## src/rtl/dmem_pkg.sv

```systemverilog
// Shared constants, RISC-V funct3 load/store size encodings and legality
// helpers for the byte-enabled data memory.
package dmem_pkg;

  localparam int DATA_W = 32;
  localparam int LANES  = DATA_W / 8;

  // funct3 encodings shared by loads and stores (stores use only B/H/W).
  typedef enum logic [2:0] {
    F3_B  = 3'b000,
    F3_H  = 3'b001,
    F3_W  = 3'b010,
    F3_BU = 3'b100,
    F3_HU = 3'b101
  } funct3_e;

  // A store is legal for SB/SH/SW with natural alignment.
  function automatic logic store_legal(input logic [2:0] size, input logic [1:0] off);
    logic ok;
    ok = 1'b0;
    case (size)
      F3_B:    ok = 1'b1;
      F3_H:    ok = ~off[0];
      F3_W:    ok = (off == 2'b00);
      default: ok = 1'b0;
    endcase
    return ok;
  endfunction

  // A load is legal for LB/LH/LW/LBU/LHU with natural alignment.
  function automatic logic load_legal(input logic [2:0] size, input logic [1:0] off);
    logic ok;
    ok = 1'b0;
    case (size)
      F3_B, F3_BU: ok = 1'b1;
      F3_H, F3_HU: ok = ~off[0];
      F3_W:        ok = (off == 2'b00);
      default:     ok = 1'b0;
    endcase
    return ok;
  endfunction

endpackage

```

## src/rtl/dmem_load_align.sv

```systemverilog
// Load alignment: picks the addressed byte/halfword out of a memory word and
// sign- or zero-extends it according to the load funct3.
module dmem_load_align
  import dmem_pkg::*;
(
  input  logic [DATA_W-1:0] i_word,
  input  logic [2:0]        i_size,
  input  logic [1:0]        i_off,
  output logic [DATA_W-1:0] o_data
);

  logic [7:0]  w_byte;
  logic [15:0] w_half;

  assign w_byte = i_word[{i_off, 3'b000} +: 8];
  assign w_half = i_off[1] ? i_word[31:16] : i_word[15:0];

  // Extend the selected lane; illegal sizes produce zero.
  // NOTE: o_data gets a default before the case so no path leaves it unassigned (no latch).
  always_comb begin
    o_data = '0;
    case (i_size)
      F3_B:    o_data = {{24{w_byte[7]}}, w_byte};
      F3_H:    o_data = {{16{w_half[15]}}, w_half};
      F3_W:    o_data = i_word;
      F3_BU:   o_data = {24'h0, w_byte};
      F3_HU:   o_data = {16'h0, w_half};
      default: o_data = '0;
    endcase
  end

endmodule

```

## src/rtl/dmem_be.sv

```systemverilog
// Byte-enabled single-clock data memory with one write port and one
// registered read port. Reads are write-first against a same-cycle store to
// the same word; illegal or misaligned accesses raise one-cycle error pulses.
module dmem_be
  import dmem_pkg::*;
#(
  parameter int ADDR_W = 7,
  parameter int DATA_W = dmem_pkg::DATA_W
) (
  input  logic              clk,
  input  logic              rst_n,
  input  logic              re,
  input  logic [ADDR_W-1:0] r_addr,
  input  logic [2:0]        r_size,
  output logic [DATA_W-1:0] rdata,
  output logic              rvalid,
  output logic              r_err,
  input  logic              we,
  input  logic [ADDR_W-1:0] w_addr,
  input  logic [2:0]        w_size,
  input  logic [DATA_W-1:0] wdata,
  output logic              w_err
);

  localparam int IDX_W = ADDR_W - 2;
  localparam int DEPTH = 2 ** IDX_W;

  // The lane logic is written for 4 byte lanes; refuse other widths.
  if (DATA_W != 32) begin : g_bad_data_w
    $error("dmem_be: DATA_W must be 32");
  end

  logic [DATA_W-1:0] r_mem [DEPTH];

  logic [DATA_W-1:0] r_rdata;
  logic              r_rvalid;
  logic              r_rerr;
  logic              r_werr;

  logic [IDX_W-1:0]  w_widx;
  logic [1:0]        w_woff;
  logic              w_wlegal;
  logic              w_wdo;
  logic [LANES-1:0]  w_wmask;
  logic [DATA_W-1:0] w_wlanes;

  logic [IDX_W-1:0]  w_ridx;
  logic [1:0]        w_roff;
  logic              w_rlegal;
  logic              w_fwd;
  logic [DATA_W-1:0] w_rword;
  logic [DATA_W-1:0] w_rmerged;
  logic [DATA_W-1:0] w_rext;

  assign w_widx   = w_addr[ADDR_W-1:2];
  assign w_woff   = w_addr[1:0];
  assign w_wlegal = store_legal(w_size, w_woff);
  // Writes are suppressed while reset is held, including the edge at which
  // reset is first seen low.
  assign w_wdo    = rst_n && we && w_wlegal;

  assign w_ridx   = r_addr[ADDR_W-1:2];
  assign w_roff   = r_addr[1:0];
  assign w_rlegal = load_legal(r_size, w_roff);

  // Build the byte-lane enable and replicate store data onto every lane so
  // the enabled lane always finds its bytes in place.
  always_comb begin
    w_wmask  = '0;
    w_wlanes = wdata;
    case (w_size)
      F3_B: begin
        w_wmask  = 4'b0001 << w_woff;
        w_wlanes = {4{wdata[7:0]}};
      end
      F3_H: begin
        w_wmask  = w_woff[1] ? 4'b1100 : 4'b0011;
        w_wlanes = {2{wdata[15:0]}};
      end
      F3_W: begin
        w_wmask  = 4'b1111;
        w_wlanes = wdata;
      end
      default: begin
        w_wmask  = '0;
        w_wlanes = wdata;
      end
    endcase
  end

  // Memory array write: only enabled lanes of a legal store change.
  // NOTE: the array has no reset so it maps onto RAM and keeps its contents across reset.
  always_ff @(posedge clk) begin
    if (w_wdo) begin
      for (int i = 0; i < LANES; i++) begin
        if (w_wmask[i]) begin
          r_mem[w_widx][8*i +: 8] <= w_wlanes[8*i +: 8];
        end
      end
    end
  end

  assign w_rword = r_mem[w_ridx];
  assign w_fwd   = w_wdo && (w_widx == w_ridx);

  // Write-first merge: lanes being written this edge come from the store data.
  always_comb begin
    w_rmerged = w_rword;
    if (w_fwd) begin
      for (int i = 0; i < LANES; i++) begin
        if (w_wmask[i]) begin
          w_rmerged[8*i +: 8] = w_wlanes[8*i +: 8];
        end
      end
    end
  end

  dmem_load_align u_align (
    .i_word (w_rmerged),
    .i_size (r_size),
    .i_off  (w_roff),
    .o_data (w_rext)
  );

  // Registered read result and error pulses; rdata holds when idle.
  // NOTE: sequential state uses non-blocking assignments so every flop samples pre-edge values.
  always_ff @(posedge clk or negedge rst_n) begin
    if (!rst_n) begin
      r_rdata  <= '0;
      r_rvalid <= 1'b0;
      r_rerr   <= 1'b0;
      r_werr   <= 1'b0;
    end else begin
      r_rvalid <= re && w_rlegal;
      r_rerr   <= re && !w_rlegal;
      r_werr   <= we && !w_wlegal;
      if (re) begin
        r_rdata <= w_rlegal ? w_rext : '0;
      end
    end
  end

  assign rdata  = r_rdata;
  assign rvalid = r_rvalid;
  assign r_err  = r_rerr;
  assign w_err  = r_werr;

endmodule

```

## config.mk

```make
export PLATFORM = sky130hd
export DESIGN_NAME = dmem_be
export DESIGN_NICKNAME = d
export VERILOG_FILES = /design/src/rtl/dmem_pkg.sv /design/src/rtl/dmem_load_align.sv /design/src/rtl/dmem_be.sv
export SDC_FILE = /design/constraint.sdc
export NUM_CORES = 1
export LEC_CHECK = 0
export ABC_AREA = 1
export ABC_CLOCK_PERIOD_IN_PS = 1600
export BUFFER_PORTS_ARGS = -buffer_cell sky130_fd_sc_hd__buf_2
export CAP_MARGIN = 20
export CORE_MARGIN = 2
export CORE_UTILIZATION = 45
export DETAILED_ROUTE_END_ITERATION = 8
export PLACE_DENSITY = 0.71
export SYNTH_ARGS = -nofsm -noshare
export SYNTH_HDL_FRONTEND = slang
export SYNTH_SLANG_ARGS = --single-unit
```

## constraint.sdc

```tcl
create_clock -name clk -period 1.6 [get_ports clk]
set_input_delay 0 -clock clk [delete_from_list [all_inputs] [get_ports clk]]
set_output_delay 0 -clock clk [all_outputs]
set_load 0.05 [all_outputs]
```

==> summary.txt <==
Timing
  • Tcrit/Tclk final: 124%
  • Worst-margin pin slew: 0.653 ns
  • Setup Skew: approximately 0.027 ns
  • Setup TNS: -9.68 ns
  • Relative max-transition margin: around 56%
  • Max Fclk: ~0.5 GHz
  • Tmin final: 1.98 ns
  • Final slew viol count: 0
  • Fin worst setup slack: -0.377 ns
  • Final Hold Viols: 0
  • RSZ-0062 raised after global routing: yes
  • Setup violations, final: 32

Drt
  • 1st-pass router iterations: 6
  • DR iter-0 viols: 4384
  • Via Count: 33.2k
  • Final ANT Viol Nets: 0
  • Via/cell ratio: approximately 5.6
  • Top sig layer: met4
  • Metal3 WL: 11200 microns
  • Avg WL per Cell: about 21 microns
  • Met2 WL post-DR: 60600 microns
  • Drt drc: 0
  • M1 WL: 51000 microns
  • Post-Route WL: 127000 microns

Layout
  • Commonest cells after routing, fill and taps aside: nand2_1 (1377), edfxtp_1 (1024), nand3_1 (815)
  • Antenna Cells: 0
  • Most common cell after layout, fill and taps aside: nand2_1
  • Sequential cell area: between 0.03 and 0.04 sq mm
  • Nets: roughly 4.6k
  • Share of cells above drive strength 1: a little under a quarter
  • Area Growth Syn to Fin: 25.4%
  • Fill cells: between 7k and 8k
  • Multi-input gate area: 0.0135 sq mm
  • End-of-flow core utilization: 57.1%

Worst hold path
  • HP Class: input pin to flop
  • Cells on Worst Hold Path: 5

Power
  • Maximum VDD drop: a little over 0.9 mV
  • Pwr/cell area: between 1000 and 1500 mW/mm^2
  • Leak: ~0.021 uW

CTS
  • Htree depth: 3
  • Clock-pin transition on the worst setup and hold timing paths: approximately 0.060 ns
  • Clk Latency, worst-skew pair: approximately 0.69 ns
  • Total CTS buffers: ~100
  • Longest Clk Path Bufs: 3
  • Clk sinks: about 1.1k
  • Root Buffer Master: clkbuf_16
  • CTS tree: done

Placement
  • PortBufs: 90
  • Post-DP HPWL: 84700 microns
  • GP Congestion: about 0.95

Yosys
  • Synthesized area: 0.0449 sq mm
  • Mux cell area share after synthesis: 0%
  • Yosys cell types: 36
  • Largest family of logic cells by synthesized area: simple AND/OR/NAND/NOR gates
  • Synth warn: 0
  • Yosys top cell area share: 68.5%
  • Synth Area in Adders: 0%
  • Syn Area/Cell: about 11 sq um
  • Leading area contributor after synthesis: edfxtp_1
  • Compound-cell area share of the yosys netlist: 1.33%
  • Syn_nets: about 4.2k
  • Post-Synthesis Cells: between 4k and 5k
  • Dominant cells by area after synthesis: edfxtp_1 (69%), nand2_1 (12%), nand3_1 (10%)
  • Register bit total from synthesis: 1059
  • Seq/Total Area, Yosys: a little over two thirds
  • Simple-gate area share of the yosys netlist: ~25%
  • XOR/XNOR Fraction of Synth Area: 0.0586%

Setup path
  • Critical Path Start Type: flop
  • Crit-path max FO: 5
  • Worst Setup End Kind: flop
  • Cell depth of the worst flop-to-flop path: 17
  • Critical Path Max Stage Delay: 0.40 ns
  • WP data arrival: between 2 and 3 ns
  • CP cell instances: nor2_2 > nor2_1 > o21ai_1 > nand3_1 > nand3_2 > nand2_2 > nand2_2 > nand3_4 > nand3_2 > nand2_1 > nand2_2 > nand2_4 > nand2_8 > clkbuf_16 > nand2_4 > nand2_1 > nand2_1
  • Setup CP Type: flop to flop
  • CP max stage cell: edfxtp_1
  • WP data required: between 2 and 2.5 ns

Global routing
  • First-pass GRT wire length: between 150000 and 200000 microns
  • Initial antenna violation count: 0
  • Pin count of the biggest net entering global routing: around 40
  • Vias in the first global route: ~32k
  • GRT Residual Overflow: 0
  • Tot GR Track Use: between 20% and 30%

Floorplan
  • I/O pin total: between 90 and 100
  • Die width: 320 microns
  • Die span in y: 320 microns
  • Starting density of the core: between 40% and 50%
  • Row Count: between 100 and 150
  • Die area: a little over 0.1 sq mm
  • Core Box Area: between 0.09 and 0.1 sq mm

Status
  • Violated checks: negative setup slack
  • Status: finished with violations

Run
  • Max Cap Violations: 0
## state kept, by name (all words and copies together) (netlist names)
signal  flops
w_err       1
r_err       1
r_mem    1024
rvalid      1
rdata      32
## Yosys cell counts
master,n
xnor2_1,3
nor2_4,5
buf_4,4
edfxtp_1,1024
o21ai_0,42
a21oi_1,44
clkbuf_1,105
o21a_1,1
o21ai_4,1
clkinv_1,2
nand3_2,2
o21ai_1,2
nor3_1,10
nand2_4,2
dfrtp_1,35
buf_1,26
o221ai_1,1
nand2_1,1432
nand2_2,6
or2_2,2
nand3_4,2
or2_1,1
inv_4,1
a22oi_1,5
nor2_8,1
nor2_1,204
nand3_1,931
inv_1,106
o21ai_2,1
o221a_2,4
o22ai_1,4
nand4_1,1
buf_6,3
buf_2,117
o211ai_1,1
inv_2,2
## through the flow
stage | total power [uW] | worst slack, ns | cell area, sq um | hold slack [ns] | std cells
4_1_cts | 60400 | -0.360 | 55900 | 0.0112 | 5942
6_report | 60400 | -0.377 | 56300 | 0.0333 | 5944
2_1_floorplan | 34000 | -0.157 | 46200 | -0.296 | 4133
3_3_place_gp | 36400 | -0.568 | 51800 | 0.197 | 5729
3_5_place_dp | 36400 | -0.602 | 51800 | 0.189 | 5729
5_1_grt | 62000 | -0.494 | 56300 | 0.0534 | 5944
## final timing paths
kind,slack [ns],start,end
setup / recovery,-0.38,r_mem[16][23],rdata[25]
hold / removal,0.03,wdata[31],r_mem[20][31]
setup reg to reg,-0.38,r_mem[16][23],rdata[25]
hold reg to reg,0.48,rdata[12],rdata[12]
max in group asynchronous,1.21,rst_n,rdata[0]
min in group asynchronous,0.04,rst_n,rdata[27]
## power breakdown
group          internal [uW]  switching, uW
Combinational           1810           3810
Clock                  13700          10400
Sequential             30600           40.3
Total                  46100          14200
## logic make-up (layout without fill, tap and decap cells)
kind of cell	count (synthesis)	count (layout)
buffers and inverters	366	890
DFF	1059	1059
AOI/OAI and AO/OA	106	106
and+or+nand+nor	2599	2599
xor gates and xnor gates	3	3
## area by class of cell
type	instances	area share, %
Clock buffer	126	4.96
Clock inverter	67	1.01
Inverter	111	0.791
Multi-Input combinational cell	2708	24.0
Sequential cell	1059	56.2
Tap cell	1287	2.86
Timing Repair Buffer	586	10.2
## worst max-delay path, delay by kind of cell (launching register included)
| kind | cells | cell delay [ns] |
|---|---|---|
| and+or+nand+nor | 15 | 1.23 |
| DFF | 1 | 0.40 |
| AOI/OAI and AO/OA | 1 | 0.07 |
| buffers and inverters | 1 | 0.16 |
## routing by layer
layer | GRT usage, % | vias up
li1 | - | 15200
met1 | 33.6 | 16100
met2 | 39.7 | 1599
met3 | 4.03 | 238
met4 | 8.41 | 0
met5 | 0 | -
## repair_timing
item	CTS	global route
gates resized for setup	133	77
pin swaps	35	57
hold buffers	20	0
endpoints found under the setup margin	32	40
buffers inserted	1	1
hold endpoints to repair	323	0
gates cloned	1	1
No activity file was read; power rests on OpenSTA's default activity.
